File: config.mk
export PLATFORM = sky130hd
export DESIGN_NAME = tlp_seq_scheduler
export DESIGN_NICKNAME = d
export VERILOG_FILES = /design/src/rtl/tlp_seq_scheduler.sv
export SDC_FILE = /design/constraint.sdc
export NUM_CORES = 1
export LEC_CHECK = 0
export CORE_ASPECT_RATIO = 1.25
export CORE_MARGIN = 3
export CORE_UTILIZATION = 31
export CTS_CLUSTER_SIZE = 14
export DETAILED_ROUTE_END_ITERATION = 10
export PLACE_DENSITY = 0.65
export SKIP_CTS_REPAIR_TIMING = 1
export SLEW_MARGIN = 40
export SYNTH_ARGS = -nofsm -noshare
export SYNTH_HDL_FRONTEND = slang
export SYNTH_SLANG_ARGS = --single-unit
File: constraint.sdc
create_clock -name clk -period 1.7 [get_ports clk]
set_input_delay 0.17 -clock clk [delete_from_list [all_inputs] [get_ports clk]]
set_output_delay 0.17 -clock clk [all_outputs]
set_load 0.01 [all_outputs]
File: src/rtl/tlp_seq_scheduler.sv
// tlp_seq_scheduler: compacts arbiter grants into sequence-recorder writes and
// replays popped sources to the fragmentation engine in recorder order.
module tlp_seq_scheduler #(
  parameter int FIFO_DEPTH  = 257,
  parameter int ADDR_WIDTH  = $clog2(FIFO_DEPTH),
  parameter int SRC_W       = 3,
  parameter int TIMEOUT_CYC = 1024
) (
  input  logic                    clk,
  input  logic                    arst,
  input  logic [3:0]              arb_src_valid,
  input  logic [4*SRC_W-1:0]      arb_src_id,
  output logic                    arb_ready,
  output logic                    rec_wr_en,
  output logic [2:0]              rec_wr_mode,
  output logic [SRC_W-1:0]        rec_wr_data_1,
  output logic [SRC_W-1:0]        rec_wr_data_2,
  output logic [SRC_W-1:0]        rec_wr_data_3,
  output logic [SRC_W-1:0]        rec_wr_data_4,
  output logic                    rec_rd_en,
  output logic [1:0]              rec_rd_mode,
  input  logic [SRC_W-1:0]        rec_rd_data_1,
  input  logic [SRC_W-1:0]        rec_rd_data_2,
  input  logic [ADDR_WIDTH:0]     rec_available,
  input  logic                    rec_full,
  input  logic                    rec_empty,
  output logic                    frag_req_valid,
  output logic [SRC_W-1:0]        frag_req_src,
  input  logic                    frag_req_ready,
  input  logic                    frag_done,
  output logic                    start_fragment,
  output logic                    busy,
  output logic                    err_no_source,
  output logic                    err_timeout
);
  localparam logic [SRC_W-1:0]    NO_SOURCE = '0;
  localparam int                  TW        = $clog2(TIMEOUT_CYC) + 1;
  localparam logic [TW-1:0]       T_LAST    = TW'(TIMEOUT_CYC - 1);
  localparam logic [ADDR_WIDTH:0] DEPTH     = (ADDR_WIDTH + 1)'(FIFO_DEPTH);
  localparam logic [2:0] IDLE = 3'd0, LOAD = 3'd1, ISSUE_A = 3'd2, WAIT_A = 3'd3, ISSUE_B = 3'd4, WAIT_B = 3'd5;
  logic [2:0]        state, nxt, after_a;
  logic [SRC_W-1:0]  slot_a, slot_b, cur_slot;
  logic              mode_two, issuing, waiting, wait_end;
  logic [TW-1:0]     timer;
  logic [ADDR_WIDTH:0] occ;
  logic [SRC_W-1:0]  wd [4];
  logic [2:0]        n;
  always_comb begin
    wd = '{default: NO_SOURCE};
    n  = 3'd0;
    for (int i = 0; i < 4; i++)
      if (arb_src_valid[i]) begin
        wd[n[1:0]] = arb_src_id[i*SRC_W +: SRC_W];
        n = n + 3'd1;
      end
  end
  assign arb_ready     = !rec_full && rec_available >= (ADDR_WIDTH + 1)'(4);
  assign rec_wr_en     = arb_ready && |arb_src_valid;
  assign rec_wr_mode   = n;
  assign rec_wr_data_1 = wd[0];
  assign rec_wr_data_2 = wd[1];
  assign rec_wr_data_3 = wd[2];
  assign rec_wr_data_4 = wd[3];
  assign occ            = DEPTH - rec_available;
  assign rec_rd_en      = state == IDLE && !rec_empty;
  assign rec_rd_mode    = !rec_rd_en ? 2'd0 : occ >= (ADDR_WIDTH + 1)'(2) ? 2'd2 : 2'd1;
  assign issuing        = state == ISSUE_A || state == ISSUE_B;
  assign waiting        = state == WAIT_A || state == WAIT_B;
  assign cur_slot       = state == ISSUE_B ? slot_b : slot_a;
  assign frag_req_valid = issuing && cur_slot != NO_SOURCE;
  assign frag_req_src   = frag_req_valid ? cur_slot : NO_SOURCE;
  assign start_fragment = frag_req_valid && frag_req_ready;
  assign busy           = state != IDLE;
  // the watchdog expiring is treated exactly like a late frag_done
  assign wait_end       = waiting && (frag_done || timer == T_LAST);
  assign after_a        = slot_b != NO_SOURCE ? ISSUE_B : IDLE;
  always_comb begin
    nxt = IDLE;
    case (state)
      IDLE:    nxt = rec_rd_en ? LOAD : IDLE;
      LOAD:    nxt = ISSUE_A;
      ISSUE_A: nxt = slot_a == NO_SOURCE ? after_a : frag_req_ready ? WAIT_A : ISSUE_A;
      WAIT_A:  nxt = wait_end ? after_a : WAIT_A;
      ISSUE_B: nxt = slot_b == NO_SOURCE ? IDLE : frag_req_ready ? WAIT_B : ISSUE_B;
      WAIT_B:  nxt = wait_end ? IDLE : WAIT_B;
      default: nxt = IDLE;
    endcase
  end
  always_ff @(posedge clk) begin
    if (arst) begin
      state         <= IDLE;
      slot_a        <= NO_SOURCE;
      slot_b        <= NO_SOURCE;
      mode_two      <= 1'b0;
      timer         <= '0;
      err_no_source <= 1'b0;
      err_timeout   <= 1'b0;
    end else begin
      state <= nxt;
      if (rec_rd_en) mode_two <= rec_rd_mode == 2'd2;
      if (state == LOAD) begin
        slot_a <= rec_rd_data_1;
        slot_b <= mode_two ? rec_rd_data_2 : NO_SOURCE;
      end
      if (issuing && cur_slot == NO_SOURCE) err_no_source <= 1'b1;
      timer <= start_fragment ? '0 : waiting ? timer + TW'(1) : timer;
      if (waiting && !frag_done && timer == T_LAST) err_timeout <= 1'b1;
    end
  end
endmodule

==> results of run 1 <==
## registers in the layout, summed over array words and instances (netlist names)
register,cells
slot_b,3
timer,11
err_timeout,1
mode_two,1
err_no_source,1
state,3
slot_a,3
## synthesized netlist by cell type (2+ instances only)
cell,n
nor2_1,13
buf_6,2
nor2b_1,2
inv_1,11
nand3b_1,2
xnor2_1,11
o31a_1,2
mux2i_1,5
a211oi_1,4
nand2_1,32
a32oi_1,3
nand4_1,4
o21ai_0,13
mux2_2,4
nor3_1,5
dfxtp_1,23
xor2_1,6
nor2_2,10
nand3_1,8
or3_1,4
a32o_1,3
clkbuf_1,5
a21oi_1,11
and2_0,2
nor4_1,4
a22oi_1,3
ha_1,11
and2_1,2
nand2b_1,2
or2_2,2
## kinds of logic (layout without fill, tap and decap cells)
family / count (synthesis) / count (layout)
buffers and inverters: 22 / 140
muxes: 10 / 10
adders and majority gates: 11 / 11
xor gates and xnor gates: 17 / 17
and+or+nand+nor: 99 / 99
AOI/OAI and AO/OA: 48 / 48
DFF: 23 / 23
## layout make-up
cell class / count / share of cell area (%)
sequential: 23 / 14.4
multi-input combinational: 185 / 45.8
inverter: 11 / 1.43
tap: 64 / 2.47
clock inverter: 1 / 0.154
clock buffer: 3 / 1.27
timing repair buffer: 125 / 34.5
## worst paths after layout
path / slack, ns / depth (start not counted) / from / end
setup / recovery: -0.19 / 9 / rec_available[2] / rec_rd_mode[1]
hold / removal: 0.45 / 3 / rec_rd_data_1[1] / slot_a[1]
setup reg to reg: 0.13 / 5 / state[0] / state[0]
hold reg to reg: 0.49 / 2 / slot_a[0] / slot_a[0]
## stage by stage
step / util [%] / setup WS [ns] / cells / hold WS, ns
5_1_grt: 58.4 / -0.280 / 412 / 0.454
3_5_place_dp: 51.4 / -1.09 / 396 / 0.469
6_report: 58.4 / -0.194 / 412 / 0.447
4_1_cts: 52.2 / -1.10 / 400 / 0.447
2_1_floorplan: - / -0.0137 / 230 / 0.306
3_3_place_gp: 51.4 / -0.967 / 396 / 0.465
## metal layers
layer | part of all wire, % | GRT usage (%) | wire, um
met5 | 0 | 0 | 0
met4 | 0.49 | 3.12 | 28
met3 | 6.7 | 1.97 | 387
met2 | 50 | 25.6 | 2880
met1 | 43 | 18.5 | 2440
## power groups by stage
stage / clock [mW] / combinational, mW / sequential (mW)
finish: 0.345 / 0.689 / 0.565
global placement: 0 / 0.561 / 0.577
global route: 0.389 / 0.741 / 0.567
CTS: 0.355 / 0.569 / 0.565
detailed placement: 0 / 0.565 / 0.577
floorplan: 0 / 0.241 / 0.574
## tightest hold or removal path, delay by kind of cell
family          cells  cell delay, ns
simple gates        1            0.05
buf+inv             1            0.40
compound gates      1            0.05
## placed cells by master (no fill, tap or decap), drive strengths merged, types with 6 or more instances in the layout
| cell type | netlist | layout |
|---|---|---|
| ha | 11 | 11 |
| buf | 5 | 74 |
| dfxtp | 23 | 23 |
| xor2 | 6 | 6 |
| nor2 | 23 | 23 |
| o21ai | 13 | 13 |
| nand3 | 8 | 8 |
| clkbuf | 6 | 13 |
| dlymetal6s2s | 0 | 14 |
| mux2i | 6 | 6 |
| nand2 | 32 | 32 |
| nor3 | 6 | 6 |
| clkdlybuf4s50 | 0 | 27 |
| a21oi | 11 | 11 |
| inv | 11 | 11 |
| xnor2 | 11 | 11 |
==> results.toml, run 1 <==
[routing]
first_pass_iters = 4
drc = 0
wl_per_cell_um = 13.9
finalWirelength_mm = 5.74
drt_iter0_markers = 49
routed_via_density = 5.10
num_vias = 2101
ant_nets = 0

[sta]
tns_ns = -0.347
finClkSkew_ns = 0.00384
rsz0062_at_grt = "true"
relSlewSlack_pct = 72.3
timing.fmax_ghz = 0.528
tightest_slew_ns = 0.410
period_minus_slack_ns = 1.89
finalCritPeriodShare_pct = 111
setup_slack_ns = -0.194
maxSlewViolCount = 0
setup_viol = 3
finalHoldViolations = 0

[finish]
diodes = 0
synthToLayoutAreaGrowth_pct = 78.4
seq_area_um2 = 467
fillerInstances = 492
final_layout_size_suffix_gt1_share_pct = 41.7
final_area_um2 = 3240
nets = 398
multi_input_comb_area_um2 = 1480

[yosys]
synth.mux.area_fraction_pct = 5.99
ys_types = 51
synth_top_family_by_area = "simple AND/OR/NAND/NOR gates"
synth_compound_area_share_pct = 18.7
synthAdderAreaFrac_pct = 7.57
netlist_top_cells_area = "dfxtp_1, ha_1, nand2_1"
synth.net_count = 279
yosys.area_share.xor_xnor_pct = 8.19
synth_seq_cells = 23
netlist_instances = 230
synth_top_cell_by_area = "dfxtp_1"
synth_edf_count = 0
synth_top_flop_cell = "dfxtp_1"
netlist_area_um2 = 1820
yosysTopAreaCellShare_pct = 25.3
yosysSeqAreaShare_pct = 25.3
avgSynthCellArea_um2 = 7.90
yosys.area_share.simple_pct = 28.5
ys_async_sr_fraction_pct = 0
yosys_warnings = 0

[floorplan]
dieWidth_um = 74.5
initial_core_util_pct = 32.7
coreArea_um2 = 5560
die_area_um2 = 6830
ios = 66
rows = 30
die_y_um = 91.6

[flow_run]
drv_cap = 0

[clocking]
worstSkewPairLatency_ns = 0.26
root_buffer = "clkbuf_8"
cts.clk_slew.worst_paths_ns = 0.08
cts_buffer_depth = 2
clock-sinks = 23
cts_tree = "done"
ctsHtreeMaxLevel = 1
numCtsBuffers = 3

[critical_path]
max_stage_delay_ns = 0.37
cp_cell_sequence = "buf_6, buf_6, ha_4, a2111oi_4, nand2_1, a2111oi_4, buf_4, nor3_2, buf_2"
critPathTopFamily = "compound AO/OA/AOI/OAI gates"
critical_path_class = "primary input to primary output"
crit_path_end_kind = "primary output"
critical_path_buf_inv_count = 4
cp-start-kind = "primary input"
required_ns = 1.53
critical_path.slowest_cell = "a2111oi_4"
critPathMaxFanout = 5
crit_arrival_ns = 1.72

[place]
dp_hpwl_mm = 4.14
portBuffers = 65
gp_congestion = 0.832
dpl_cell_area_um2 = 2850

[global_routing]
overflow = 0
grt_max_degree = 14
grt_util_all_layers_pct = 14.6
grt_antenna_before_repair = 0
grt_pass1_vias = 1923
grt_pass1_wl_mm = 8.19

[min_path]
worstHoldPathType = "primary input to flop"

[power_and_ir_drop]
internal_power_mw = 1.10
sequentialPowerShare_pct = 35.3
p_leak_nw = 1.42
p_sw_share_pct = 31.0
p_sw_mw = 0.497
p_per_area_nw_per_um2 = 493
vdd_drop_max_uv = 339
pwr-share-clk_pct = 21.6
p_total_mw = 1.60
combinationalPowerShare_pct = 43.1

[status]
status = "finished, violations left"
violations = "negative setup slack"
No activity file was read; power rests on OpenSTA's default activity.
==> run 2: changes to the inputs <==
--- a/config.mk
+++ b/config.mk
@@ -5,6 +5,7 @@
 export SDC_FILE = /design/constraint.sdc
 export NUM_CORES = 1
 export LEC_CHECK = 0
+export CAP_MARGIN = 10
 export CORE_ASPECT_RATIO = 1.25
 export CORE_MARGIN = 3
 export CORE_UTILIZATION = 31
==> results of run 2 <==
The final DEF is identical to that of run 1; final timing and power are the same.
==> run 3: changes to the inputs <==
--- a/config.mk
+++ b/config.mk
@@ -11,7 +11,6 @@
 export CORE_UTILIZATION = 31
 export CTS_CLUSTER_SIZE = 14
 export DETAILED_ROUTE_END_ITERATION = 10
-export PLACE_DENSITY = 0.65
 export SKIP_CTS_REPAIR_TIMING = 1
 export SLEW_MARGIN = 40
 export SYNTH_ARGS = -nofsm -noshare
==> run 3 against run 2 <==
The flow still finishes with violations (negative setup slack). Critical path depth up 1. First-iteration DRC count is 51% higher. Power increased by 2.9%. Clock power rose by 3%. Utilization up 1.2 points. Largest power group unchanged. Register-to-register slack lost 0.07 ns. Die area did not move. Final cell count grew 0.49%. Global-route usage is 0.89 points higher. Highest routed layer unchanged. Worst setup slack improved by 0.014 ns.
==> results.toml, run 3 (synthesized netlist as in run 1, its figures left out) <==
[clocking]
worstSkewPairLatency_ns = 0.27
cts_tree = "done"
clock-sinks = 23
cts_buffer_depth = 2
cts.clk_slew.worst_paths_ns = 0.09
numCtsBuffers = 3
ctsHtreeMaxLevel = 1
root_buffer = "clkbuf_8"

[routing]
drc = 0
wl_per_cell_um = 14.2
first_pass_iters = 4
drt_iter0_markers = 74
routed_via_density = 5.02
finalWirelength_mm = 5.89
num_vias = 2080
ant_nets = 0

[status]
status = "finished, violations left"
violations = "negative setup slack"

[floorplan]
die_area_um2 = 6830
ios = 66
coreArea_um2 = 5560
die_y_um = 91.6
rows = 30
initial_core_util_pct = 32.7
dieWidth_um = 74.5

[sta]
setup_viol = 13
timing.fmax_ghz = 0.532
tightest_slew_ns = 0.603
finalCritPeriodShare_pct = 111
period_minus_slack_ns = 1.88
finalHoldViolations = 0
setup_slack_ns = -0.181
maxSlewViolCount = 0
tns_ns = -0.782
rsz0062_at_grt = "true"
finClkSkew_ns = 0.00253
hold_ws_ns = 0.440
relSlewSlack_pct = 59.7

[global_routing]
overflow = 0
grt_max_degree = 15
grt_pass1_wl_mm = 8.56
grt_antenna_before_repair = 0
grt_util_all_layers_pct = 15.4
grt_pass1_vias = 1911

[critical_path]
cp-start-kind = "primary input"
critical_path.slowest_cell = "a2111oi_4"
crit_end = "rec_rd_mode[1]"
critical_path_buf_inv_count = 5
crit_cells = 10
r2r_end = "state[0]"
crit_path_end_kind = "primary output"
crit_arrival_ns = 1.71
reg2reg_slack_ns = 0.06
critical_path_class = "primary input to primary output"
cp_cell_sequence = "buf_8, buf_6, ha_4, a2111oi_4, nand2_2, a2111oi_4, buf_4, buf_6, nor3_2, buf_2"
max_stage_delay_ns = 0.32
critPathTopFamily = "buffers and inverters"
required_ns = 1.53
critPathMaxFanout = 2
crit_start = "rec_available[1]"
ff2ff_path_depth = 6
r2r_start = "state[2]"

[power_and_ir_drop]
vdd_drop_max_uv = 429
sequentialPowerShare_pct = 34.3
p_leak_nw = 1.41
combinationalPowerShare_pct = 44.0
pwr-share-clk_pct = 21.7
internal_power_mw = 1.12
p_sw_share_pct = 31.7
p_per_area_nw_per_um2 = 497
p_sw_mw = 0.521

[finish]
instances_no_fill = 414
final_layout_size_suffix_gt1_share_pct = 45.7
mostFrequentLayoutCell = "buf_4"
layout_common_cells = "buf_4, clkdlybuf4s50_1, nand2_1"
finish.utilization_pct = 59.5
synthToLayoutAreaGrowth_pct = 82.0
diodes = 0
largest_reg_flops = 11
nets = 400
fillerInstances = 479
largest_register = "timer"

[min_path]
worstHoldPathType = "primary input to flop"

[place]
gp_congestion = 0.908
dp_cells = 395
preCtsSetupSlack_ns = -1.11
dp_hpwl_mm = 4.23
portBuffers = 65

[flow_run]
drv_cap = 0
[run 3: layout make-up]
cell class              instances  area (um2)  share of cell area, %
multi-input cells             185        1530                   46.3
repair buffers                127        1130                   34.2
flip-flops and latches         23         469                   14.2
well taps                      64        80.1                   2.42
inverters                      11        48.8                   1.48
clock buffers                   3        41.3                   1.25
clock inverters                 1        7.51                  0.227
[run 3: layer usage]
metal  vias up  global-route usage [%]  share of wire (%)
li1       1053                       -                  -
met1       972                    20.0                 42
met2        47                    26.6                 53
met3         8                    2.41                4.5
met4         0                    3.12               0.99
met5         -                       0                  0
[run 3: worst min path at each step]
stage                                start  depth (start not counted)             to  slack (ns)
after floorplan           rec_rd_data_1[0]                          2      slot_a[0]        0.31
after global placement       err_no_source                          2  err_no_source        0.45
after detailed placement       err_timeout                          2    err_timeout        0.47
after CTS                 rec_rd_data_1[1]                          3      slot_a[1]        0.44
after global routing      rec_rd_data_1[1]                          3      slot_a[1]        0.45
final                     rec_rd_data_1[1]                          3      slot_a[1]        0.44
[run 3: per-stage QoR]
stage | total power, mW | cell area [um2]
4_1_cts | 1.50 | 2910
3_5_place_dp | 1.15 | 2860
6_report | 1.65 | 3310
5_1_grt | 1.73 | 3310
3_3_place_gp | 1.15 | 2860
2_1_floorplan | 0.815 | 1830
[run 3: worst reg2reg max path: stages (launching register included)]
cell	delay, ns
dfxtp_4	0.38
nor3b_4	0.28
mux2i_4	0.30
buf_6	0.13
nor3_2	0.04
buf_4	0.14
o31a_1	0.26
[run 3: power by group through the flow]
stage | Sequential (mW) | Combinational (mW) | Clock (mW)
after floorplan | 0.574 | 0.241 | 0
after global placement | 0.577 | 0.569 | 0
after detailed placement | 0.578 | 0.569 | 0
after CTS | 0.565 | 0.573 | 0.367
after global routing | 0.567 | 0.778 | 0.385
final | 0.564 | 0.724 | 0.357
==> variant: new RTL, config.mk and constraints of run 1 <==
Make the reset (`arst`) asynchronous in one clocked block.
--- a/src/rtl/tlp_seq_scheduler.sv
+++ b/src/rtl/tlp_seq_scheduler.sv
@@ -87,5 +87,5 @@
     endcase
   end
-  always_ff @(posedge clk) begin
+  always_ff @(posedge clk or posedge arst) begin
     if (arst) begin
       state         <= IDLE;
Formal check against the unedited RTL: differs if arst is asserted again (counterexample within 4 cycles, from zero or initial values and one cycle with arst high); with arst held inactive, the same outputs for 10 cycles.
==> variant against run 1 <==
The flow still finishes with violations (negative setup slack). Synthesized area down 0.34%. Final area hardly changed. Critical path depth shrank 3. Via count shrank 4.6%. Fmax is 2.1% higher. Clock skew barely moved. Worst setup slack better by 0.040 ns. Critical path type is now flop to output port. Non-clock buffer count is 9 lower. Register-to-register slack worse by 0.10 ns. Wire length rose by 2.5%. Sequential cell count stayed put. Cell count fell by 6.6%. Largest cell class unchanged.
Power is not compared: it rests on default switching activity, and its combinational part moved more than twofold at a synthesized area within 25%.
==> variant: results (changes against run 1) <==
post-place setup slack=-0.9968 ns (+0.09196 ns); fillers=503 (+2.2%); met2 usage=28.96% (+3.4 points); fraction of area in multi-input gates=44.56% (-1.2 points); Synth top cells by count=nand2_1 (26), dfrtp_1 (23), nor2_1 (19); Crit path max-delay family=simple AND/OR/NAND/NOR gates; Top FF cell, synth=dfrtp_1; vias in the first global route=1954 (+1.6%); worst r2r dst=state[0]; Buffers, non-clock=116 (-7.2%); layout clock buffer count=4 (+1); vias per inst=5.208 (+2.1%); Hold Path Class=input pin to async pin; M3 GR Usage=3.322% (+1.3 points); worst setup margin=-0.1548 ns (+0.03973 ns); worst slew pin tran=0.3869 ns (-0.02294 ns); status=finished, violations left; Arrival @ worst endpoint=1.68 ns (-0.04 ns); buffer share of cell area=32.15% (-2.4 points); Setup crit end=start_fragment; Final Setup Violations=5 (+2); failing checks=negative setup slack; DR iter-0 viols=78 (+59%); sequential cell area share=17.73% (+3.3 points); Worst R2R Setup Slack=0.03 ns (-0.10 ns)
[variant: cell count changes in the layout (fill, tap and decap cells not counted), moves of 6 or more]
cell,before,now
dfrtp_1,0,23
dfxtp_1,20,0
nor2_2,12,2
a21oi_1,10,2
nand2_1,28,21
nor2_1,11,17
[variant: worst reg2reg max path: cells and delay by family, from the launching register on]
kind	cells	cell delay (ns)
AO/OA/AOI/OAI	2	0.45
buffers and inverters	3	0.44
flip-flops	1	0.41
AND/OR/NAND/NOR	2	0.25
[variant: cell families after synthesis]
logic type | Yosys count | synth area share [%]
and+or+nand+nor | 84 | 23.20
AOI/OAI and AO/OA | 45 | 17.34
DFF | 23 | 31.77
buffers and inverters | 20 | 5.317
xor gates and xnor gates | 17 | 9.255
adders and majority gates | 11 | 7.597
muxes | 9 | 5.525
[variant: stage by stage]
stage                     power (mW)  instances
final                          3.158        385
after global routing           3.399        385
after CTS                      2.915        376
after detailed placement       2.567        372
after global placement         2.546        372
after floorplan                1.783        209
